### config.mk
export PLATFORM = sky130hd
export DESIGN_NAME = shift_reg_engine
export DESIGN_NICKNAME = d
export VERILOG_FILES = /design/src/rtl/shift_reg_engine.sv
export SDC_FILE = /design/constraint.sdc
export NUM_CORES = 1
export LEC_CHECK = 0
export ABC_CLOCK_PERIOD_IN_PS = 2000
export CORE_ASPECT_RATIO = 1.1
export CORE_MARGIN = 10
export CORE_UTILIZATION = 40
export DETAILED_ROUTE_END_ITERATION = 6
export PLACE_DENSITY = 0.72
export REMOVE_ABC_BUFFERS = 1
export SETUP_SLACK_MARGIN = 0.3
export SKIP_LAST_GASP = 1
export SYNTH_ARGS = -nofsm -noshare
export SYNTH_HDL_FRONTEND = slang
export SYNTH_SLANG_ARGS = --single-unit
export TNS_END_PERCENT = 100
### constraint.sdc
create_clock -name clk -period 2 [get_ports clk]
set_clock_uncertainty 0.1 [all_clocks]
set_input_delay 0.4 -clock clk [delete_from_list [all_inputs] [get_ports clk]]
set_output_delay 0.4 -clock clk [all_outputs]
set_load 0.02 [all_outputs]
### src/rtl/shift_reg_engine.sv
// shift_reg_engine: four-mode shift register engine (PIPO, PISO, SIPO, SISO).
// Each start-triggered frame reports busy during shifting and a one-cycle done
// pulse at the end. Mode and bit order are latched when a frame is accepted.
//
// Ports:
//   clk       rising-edge clock
//   rst       synchronous active-high reset
//   start     frame request, accepted in IDLE or DONE
//   mode      00=PIPO 01=PISO 10=SIPO 11=SISO
//   msb_first 1=MSB shifted first, 0=LSB first
//   par_in    parallel load data (PIPO, PISO)
//   ser_in    serial data in (SIPO, SISO)
//   ser_out   serial data out (PISO, SISO during SHIFT)
//   par_out   parallel result register (PIPO load, SIPO completion)
//   busy      frame in progress
//   done      one-cycle end-of-frame pulse
//   parity    (SHREG_PARITY_EN only) XOR of the last completed frame's data
//
// Optional feature macro: SHREG_PARITY_EN
module shift_reg_engine #(
  parameter int WIDTH = 4,
  parameter int CNT_W = $clog2(WIDTH)
) (
  input  logic             clk,
  input  logic             rst,
  input  logic             start,
  input  logic [1:0]       mode,
  input  logic             msb_first,
  input  logic [WIDTH-1:0] par_in,
  input  logic             ser_in,
  output logic             ser_out,
  output logic [WIDTH-1:0] par_out,
  output logic             busy,
  output logic             done
`ifdef SHREG_PARITY_EN
  ,
  output logic             parity
`endif
);

  typedef enum logic [1:0] {
    S_IDLE,
    S_SHIFT,
`ifdef SHREG_PARITY_EN
    S_PAR,
`endif
    S_DONE
  } state_e;

  typedef enum logic [1:0] {
    M_PIPO = 2'b00,
    M_PISO = 2'b01,
    M_SIPO = 2'b10,
    M_SISO = 2'b11
  } mode_e;

  state_e             state_q, state_d;
  mode_e              mode_q, mode_d;
  logic               msb_q, msb_d;
  logic [WIDTH-1:0]   sreg_q, sreg_d;
  logic [CNT_W-1:0]   cnt_q, cnt_d;
  logic [WIDTH-1:0]   par_out_q, par_out_d;
  logic               busy_q, busy_d;
  logic               done_q, done_d;
`ifdef SHREG_PARITY_EN
  logic               parity_q, parity_d;
  logic               par_pend_q, par_pend_d;
`endif

  logic               shift_bit;
  logic [WIDTH-1:0]   shifted;
  logic               last_bit;

  always_comb begin
    state_d   = state_q;
    mode_d    = mode_q;
    msb_d     = msb_q;
    sreg_d    = sreg_q;
    cnt_d     = cnt_q;
    par_out_d = par_out_q;
    busy_d    = 1'b0;
    done_d    = 1'b0;
`ifdef SHREG_PARITY_EN
    parity_d   = parity_q;
    par_pend_d = par_pend_q;
`endif

    // PISO drains the register with zeros; the serial-input modes take ser_in.
    shift_bit = (mode_q == M_PISO) ? 1'b0 : ser_in;
    shifted   = msb_q ? {sreg_q[WIDTH-2:0], shift_bit}
                      : {shift_bit, sreg_q[WIDTH-1:1]};
    last_bit  = (cnt_q == CNT_W'(WIDTH - 1));

    case (state_q)
      // DONE accepts start exactly like IDLE so frames can run back to back.
      S_IDLE, S_DONE: begin
        state_d = S_IDLE;
        if (start) begin
          mode_d = mode_e'(mode);
          msb_d  = msb_first;
          cnt_d  = '0;
          case (mode_e'(mode))
            M_PIPO: begin
              sreg_d    = par_in;
              par_out_d = par_in;
              state_d   = S_DONE;
              done_d    = 1'b1;
`ifdef SHREG_PARITY_EN
              parity_d  = ^par_in;
`endif
            end
            M_PISO: begin
              sreg_d  = par_in;
              state_d = S_SHIFT;
              busy_d  = 1'b1;
`ifdef SHREG_PARITY_EN
              par_pend_d = ^par_in;
`endif
            end
            default: begin
              state_d = S_SHIFT;
              busy_d  = 1'b1;
            end
          endcase
        end
      end
      S_SHIFT: begin
        sreg_d = shifted;
        if (last_bit) begin
          cnt_d = '0;
          if (mode_q == M_SIPO) begin
            par_out_d = shifted;
`ifdef SHREG_PARITY_EN
            parity_d  = ^shifted;
`endif
          end
`ifdef SHREG_PARITY_EN
          if (mode_q == M_PISO) begin
            state_d = S_PAR;
            busy_d  = 1'b1;
          end else begin
            state_d = S_DONE;
            done_d  = 1'b1;
          end
`else
          state_d = S_DONE;
          done_d  = 1'b1;
`endif
        end else begin
          cnt_d  = cnt_q + CNT_W'(1);
          busy_d = 1'b1;
        end
      end
`ifdef SHREG_PARITY_EN
      // Extra PISO bit slot carrying the parity of the loaded word.
      S_PAR: begin
        state_d  = S_DONE;
        done_d   = 1'b1;
        parity_d = par_pend_q;
      end
`endif
      default: state_d = S_IDLE;
    endcase
  end

  always_ff @(posedge clk) begin
    if (rst) begin
      state_q   <= S_IDLE;
      mode_q    <= M_PIPO;
      msb_q     <= 1'b0;
      sreg_q    <= '0;
      cnt_q     <= '0;
      par_out_q <= '0;
      busy_q    <= 1'b0;
      done_q    <= 1'b0;
`ifdef SHREG_PARITY_EN
      parity_q   <= 1'b0;
      par_pend_q <= 1'b0;
`endif
    end else begin
      state_q   <= state_d;
      mode_q    <= mode_d;
      msb_q     <= msb_d;
      sreg_q    <= sreg_d;
      cnt_q     <= cnt_d;
      par_out_q <= par_out_d;
      busy_q    <= busy_d;
      done_q    <= done_d;
`ifdef SHREG_PARITY_EN
      parity_q   <= parity_d;
      par_pend_q <= par_pend_d;
`endif
    end
  end

  always_comb begin
    ser_out = 1'b0;
    if (state_q == S_SHIFT && (mode_q == M_PISO || mode_q == M_SISO)) begin
      ser_out = msb_q ? sreg_q[WIDTH-1] : sreg_q[0];
    end
`ifdef SHREG_PARITY_EN
    if (state_q == S_PAR) begin
      ser_out = par_pend_q;
    end
`endif
  end

  assign par_out = par_out_q;
  assign busy    = busy_q;
  assign done    = done_q;
`ifdef SHREG_PARITY_EN
  assign parity  = parity_q;
`endif

endmodule

* Yosys cells after proc, flatten, opt, wreduce, memory -nomap -nowiden
Index checks and enable logic that the tools add are counted.
** Cells by class
- Multiplexer cells :: 27
- Equal/unequal tests :: 12
- Reductions and logical operators :: 11
- Add/sub/neg operators :: 1
** Operators with widths (number)
- $mux 4 :: 7
- $pmux 4 s2 :: 2
- $mux 2 :: 5
- $mux 1 :: 9
- $eq 2x2->1 const B :: 4
- $ne 2x2->1 const B :: 4
- $pmux 2 s2 :: 2
- $eq 2x1->1 const B :: 3
- $reduce_and 5->1 :: 1
- $logic_not 2->1 :: 2
- $pmux 1 s2 :: 2
- $reduce_and 2->1 :: 2
- $reduce_or 2->1 :: 2
- $reduce_and 3->1 :: 1
- $add 2x1->2 const B :: 1
- $ne 2x1->1 const B :: 1
- $reduce_bool 2->1 :: 1
- $logic_and 1x1->1 :: 1
- $logic_or 1x1->1 :: 1
** Storage, ports and cells
- Input port bits :: 11
- Register bits after elaboration :: 17

* Depth between registers and ports, before layout
- Depth in word-level cells :: 6
- Depth in mapped cells :: 5
- Mapped depth without buffers :: 4

* Worst setup path after synthesis
Ideal clock, no wire load.
- Path type :: reg2out
- From :: register state_q[0]
- To :: output port ser_out
- Path slack :: 0.431 ns
- Data required time :: 1.500 ns
- Data arrival time :: 1.069 ns
- Stages on the path, launching flop included :: 5
- Cell sequence :: dfxtp_1 buf_6 nor2b_1 nand2_1 nor2_1
** On the way
- Cells in the longest elaborated chain, start to end :: 3
** Ends and longest elaborated chain
- start, declared :: RTL line 57 : state_e state_q, state_d;
- start signal, assigned :: RTL line 181 : state_q <= state_d;
- $eq 2x1->1 :: RTL line 198 : if (state_q == S_SHIFT && (mode_q == M_PISO || mode_q == M_SISO)) begin
- $logic_and 1x1->1 :: RTL line 198
- $mux 1 :: RTL line 198
- end, declared :: RTL line 31 : output logic ser_out,
Every way passes these cells.

* Final worst setup path
- From :: input port mode[0]
- To :: register par_out_q[0], in the netlist par_out[0]
** On the way
- Cells in the longest elaborated chain, start to end :: 3
** Ends and longest elaborated chain
- start, declared :: RTL line 27 : input logic [1:0] mode,
- $logic_not 2->1 :: RTL line 102 : case (mode_e'(mode))
- $ne 2x1->1 (no source line)
- $reduce_and 5->1 (no source line)
- end signal, assigned :: RTL line 186 : par_out_q <= par_out_d;
- end, declared :: RTL line 62 : logic [WIDTH-1:0] par_out_q, par_out_d;
Every way passes these cells.
A chain may end at the register's enable or synchronous reset.

==> results.yml <==
power_and_ir_drop:
  powerDensity_mw_per_mm2: 639
  finalPower_uw: 700
  worst_ir_drop_vdd_v: 0.000395
  p_leak_nw: 0.448
global_route:
  top_usage_layer: "met2"
  antenna_found_initial: 0
  use_met1: 0.118
  grtUsageTotal: 0.0989
  use_met2: 0.166
  grt_pass1_vias: 782
  use_met3: 0.0264
  grt_pass1_wl_mm: 3.47
  grt_max_degree: 13
  grt_overflow_total: 0
critical_path:
  crit_required_ps: 2100
  cp-start-kind: "primary input"
  cp-end-kind: "flip-flop"
  path_class: "in2reg"
  cp_max_fo: 6
  worst_path_max_delay_cell: "or4b_4"
  cp.arrival_ps: 1760
  cp_cell_sequence: "clkdlybuf4s50_1 > or4b_4 > o21a_4 > o31ai_2"
  max_stage_delay_ps: 540
floorplan:
  dieWidth_um: 63.3
  boundaryPins: 18
  die_area_mm2: 0.00428
  std_cell_rows: 17
  start_util: 0.417
  core_area_mm2: 0.00198
  die_y_um: 67.6
cts:
  cts_tree: "built"
  cts-root-buf: "clkbuf_4"
  cts_htree_levels: 1
  cts_made_buffers: 3
  cts.clk_slew.worst_paths_ps: 100
  cts.path.max_buffers: 2
  cts.sinks: 17
  clk-insertion-delay-late_ps: 280
  cts_hold_buf: 0
finish:
  n_antenna_cell: 0
  finalNetCount: 125
  drive_above_1_share: 0.196
  final_cells: 140
  area.growth.synth_to_final_pct: 32.9
worst_hold_path:
  holdCritPathClass: "reg2reg"
flow_run:
  drv_cap: 0
timing:
  tightestPinTransition_ps: 498
  final_hold_viol_count: 0
  slew_headroom: 0.666
  timing.final.crit_share: 0.830
  period_needed_ps: 1660
  rsz0062_at_grt: "yes"
  fmax_ghz: 0.602
  setup_viol: 0
  slew_violations: 0
routing:
  first_pass_iters: 4
  drt_iter0_markers: 31
  drt-total-wl_mm: 2.10
  wire_per_inst_um: 15.0
  vias: 760
  viasPerCell: 5.43
  final_antenna_net_count: 0
  drc: 0
placement:
  dp_cells: 135
  routabilityCongestion: 0.822
  portBuffers: 17
  dpl.hpwl_mm: 1.66
synth:
  ys_types: 27
  synth_warnings: 0
  synth-seq-cells: 17
  syn_area_per_cell_um2: 9.37
  synthCells: 88
  syn_area_um2: 825
  yosysSeqAreaShare: 0.413
status:
  status: "finished clean"
-- report_power, final --
group,internal (mW),switching [mW],total (mW)
clock network,0.0774,0.100,0.178
logic,0.0718,0.0747,0.147
registers,0.361,0.0155,0.376
total,0.510,0.191,0.700
-- worst paths after layout --
path | depth (start not counted) | slack [ps] | start | endpoint
worst min register to register | 2 | 400 | sreg_q[3]$_SDFFE_PP0P_ | sreg_q[3]$_SDFFE_PP0P_
worst max register to register | 4 | 370 | state_q[0]$_SDFFE_PP0P_ | par_out[0]$_SDFFE_PP0P_
worst max-delay path | 4 | 340 | mode[0] | par_out[0]$_SDFFE_PP0P_
worst min-delay path | 2 | 400 | sreg_q[3]$_SDFFE_PP0P_ | sreg_q[3]$_SDFFE_PP0P_
-- state kept, by name (all words and copies together), names as in the netlist --
signal / flops
busy: 1
cnt_q: 2
done: 1
mode_q: 2
msb_q: 1
par_out: 4
sreg_q: 4
state_q: 2
-- placed cells by master (no fill, tap or decap), drive strengths merged, types with 2 or more instances in the layout --
master         count
dfxtp             17
buf               11
clkdlybuf4s50      8
o31ai              8
o21ai              6
a21oi              6
dlygate4sd2        6
nor2b              6
nor2               5
mux2i              4
nand4              4
o2111ai            4
clkbuf             4
nand2b             3
nand2              2
and2               2
a211oi             2
dlymetal6s2s       2
or3b               2
-- area by class of cell --
cell class                 count  area [um^2]
fill                         203          882
multi-input combinational     63          452
sequential                    17          342
timing repair buffer          27          238
tap                           28         35.0
clock buffer                   4         26.3
inverter                       1         3.75
-- routing by layer --
metal  share of wire  wire length (um)
met3           0.055               115
met1            0.47               990
met5               0                 0
met4           0.014                29
met2            0.46               964
-- synthesized netlist by cell type --
cell / number / area share
nand4b_1: 1 / 0.011
clkbuf_1: 5 / 0.023
o31ai_1: 8 / 0.073
nor2b_1: 6 / 0.046
nor2_1: 5 / 0.023
a221oi_1: 1 / 0.011
mux2i_1: 4 / 0.049
or3b_1: 1 / 0.011
nand4_1: 4 / 0.030
nand2b_1: 3 / 0.023
buf_6: 2 / 0.027
a21oi_1: 6 / 0.036
or3b_2: 1 / 0.011
ha_1: 1 / 0.015
mux2_2: 1 / 0.014
a211oi_1: 2 / 0.018
o2111ai_1: 4 / 0.042
inv_1: 1 / 0.0045
a311oi_1: 1 / 0.011
o21ai_0: 6 / 0.036
nand2_1: 2 / 0.0091
dfxtp_1: 17 / 0.41
nor3_1: 1 / 0.0061
and2_1: 2 / 0.015
nor3b_1: 1 / 0.0091
or4b_4: 1 / 0.017
o21a_4: 1 / 0.018
-- critical path: cells and delay by family --
family	cells	cell delay (ps)
simple gates	1	540
compound gates	2	380
buf+inv	1	430
-- cell families (layout without fill, tap and decap cells) --
logic type	count (synthesis)	after routing	synth area share
compound gates	29	29	0.246
simple gates	28	28	0.209
mux	5	5	0.0622
buf+inv	8	32	0.0546
fa+ha+maj	1	1	0.0152
flops	17	17	0.413
-- stage by stage --
step | setup TNS [ps] | hold WS [ps] | worst slack (ps) | util | area [um^2]
2_1_floorplan | 0 | 359 | 403 | - | 783
3_3_place_gp | 0 | 384 | 24.1 | 0.534 | 1060
3_5_place_dp | -48.4 | 385 | -26.9 | 0.534 | 1060
4_1_cts | 0 | 402 | 240 | 0.548 | 1080
5_1_grt | 0 | 407 | 297 | 0.554 | 1100
6_report | 0 | 403 | 339 | 0.554 | 1100
-- what timing repair did --
action	CTS	global route
gates resized for setup	11	5
setup buffers	0	1
setup endpoints to repair	9	3
pin swaps	2	1
No activity file was read; power rests on OpenSTA's default activity.
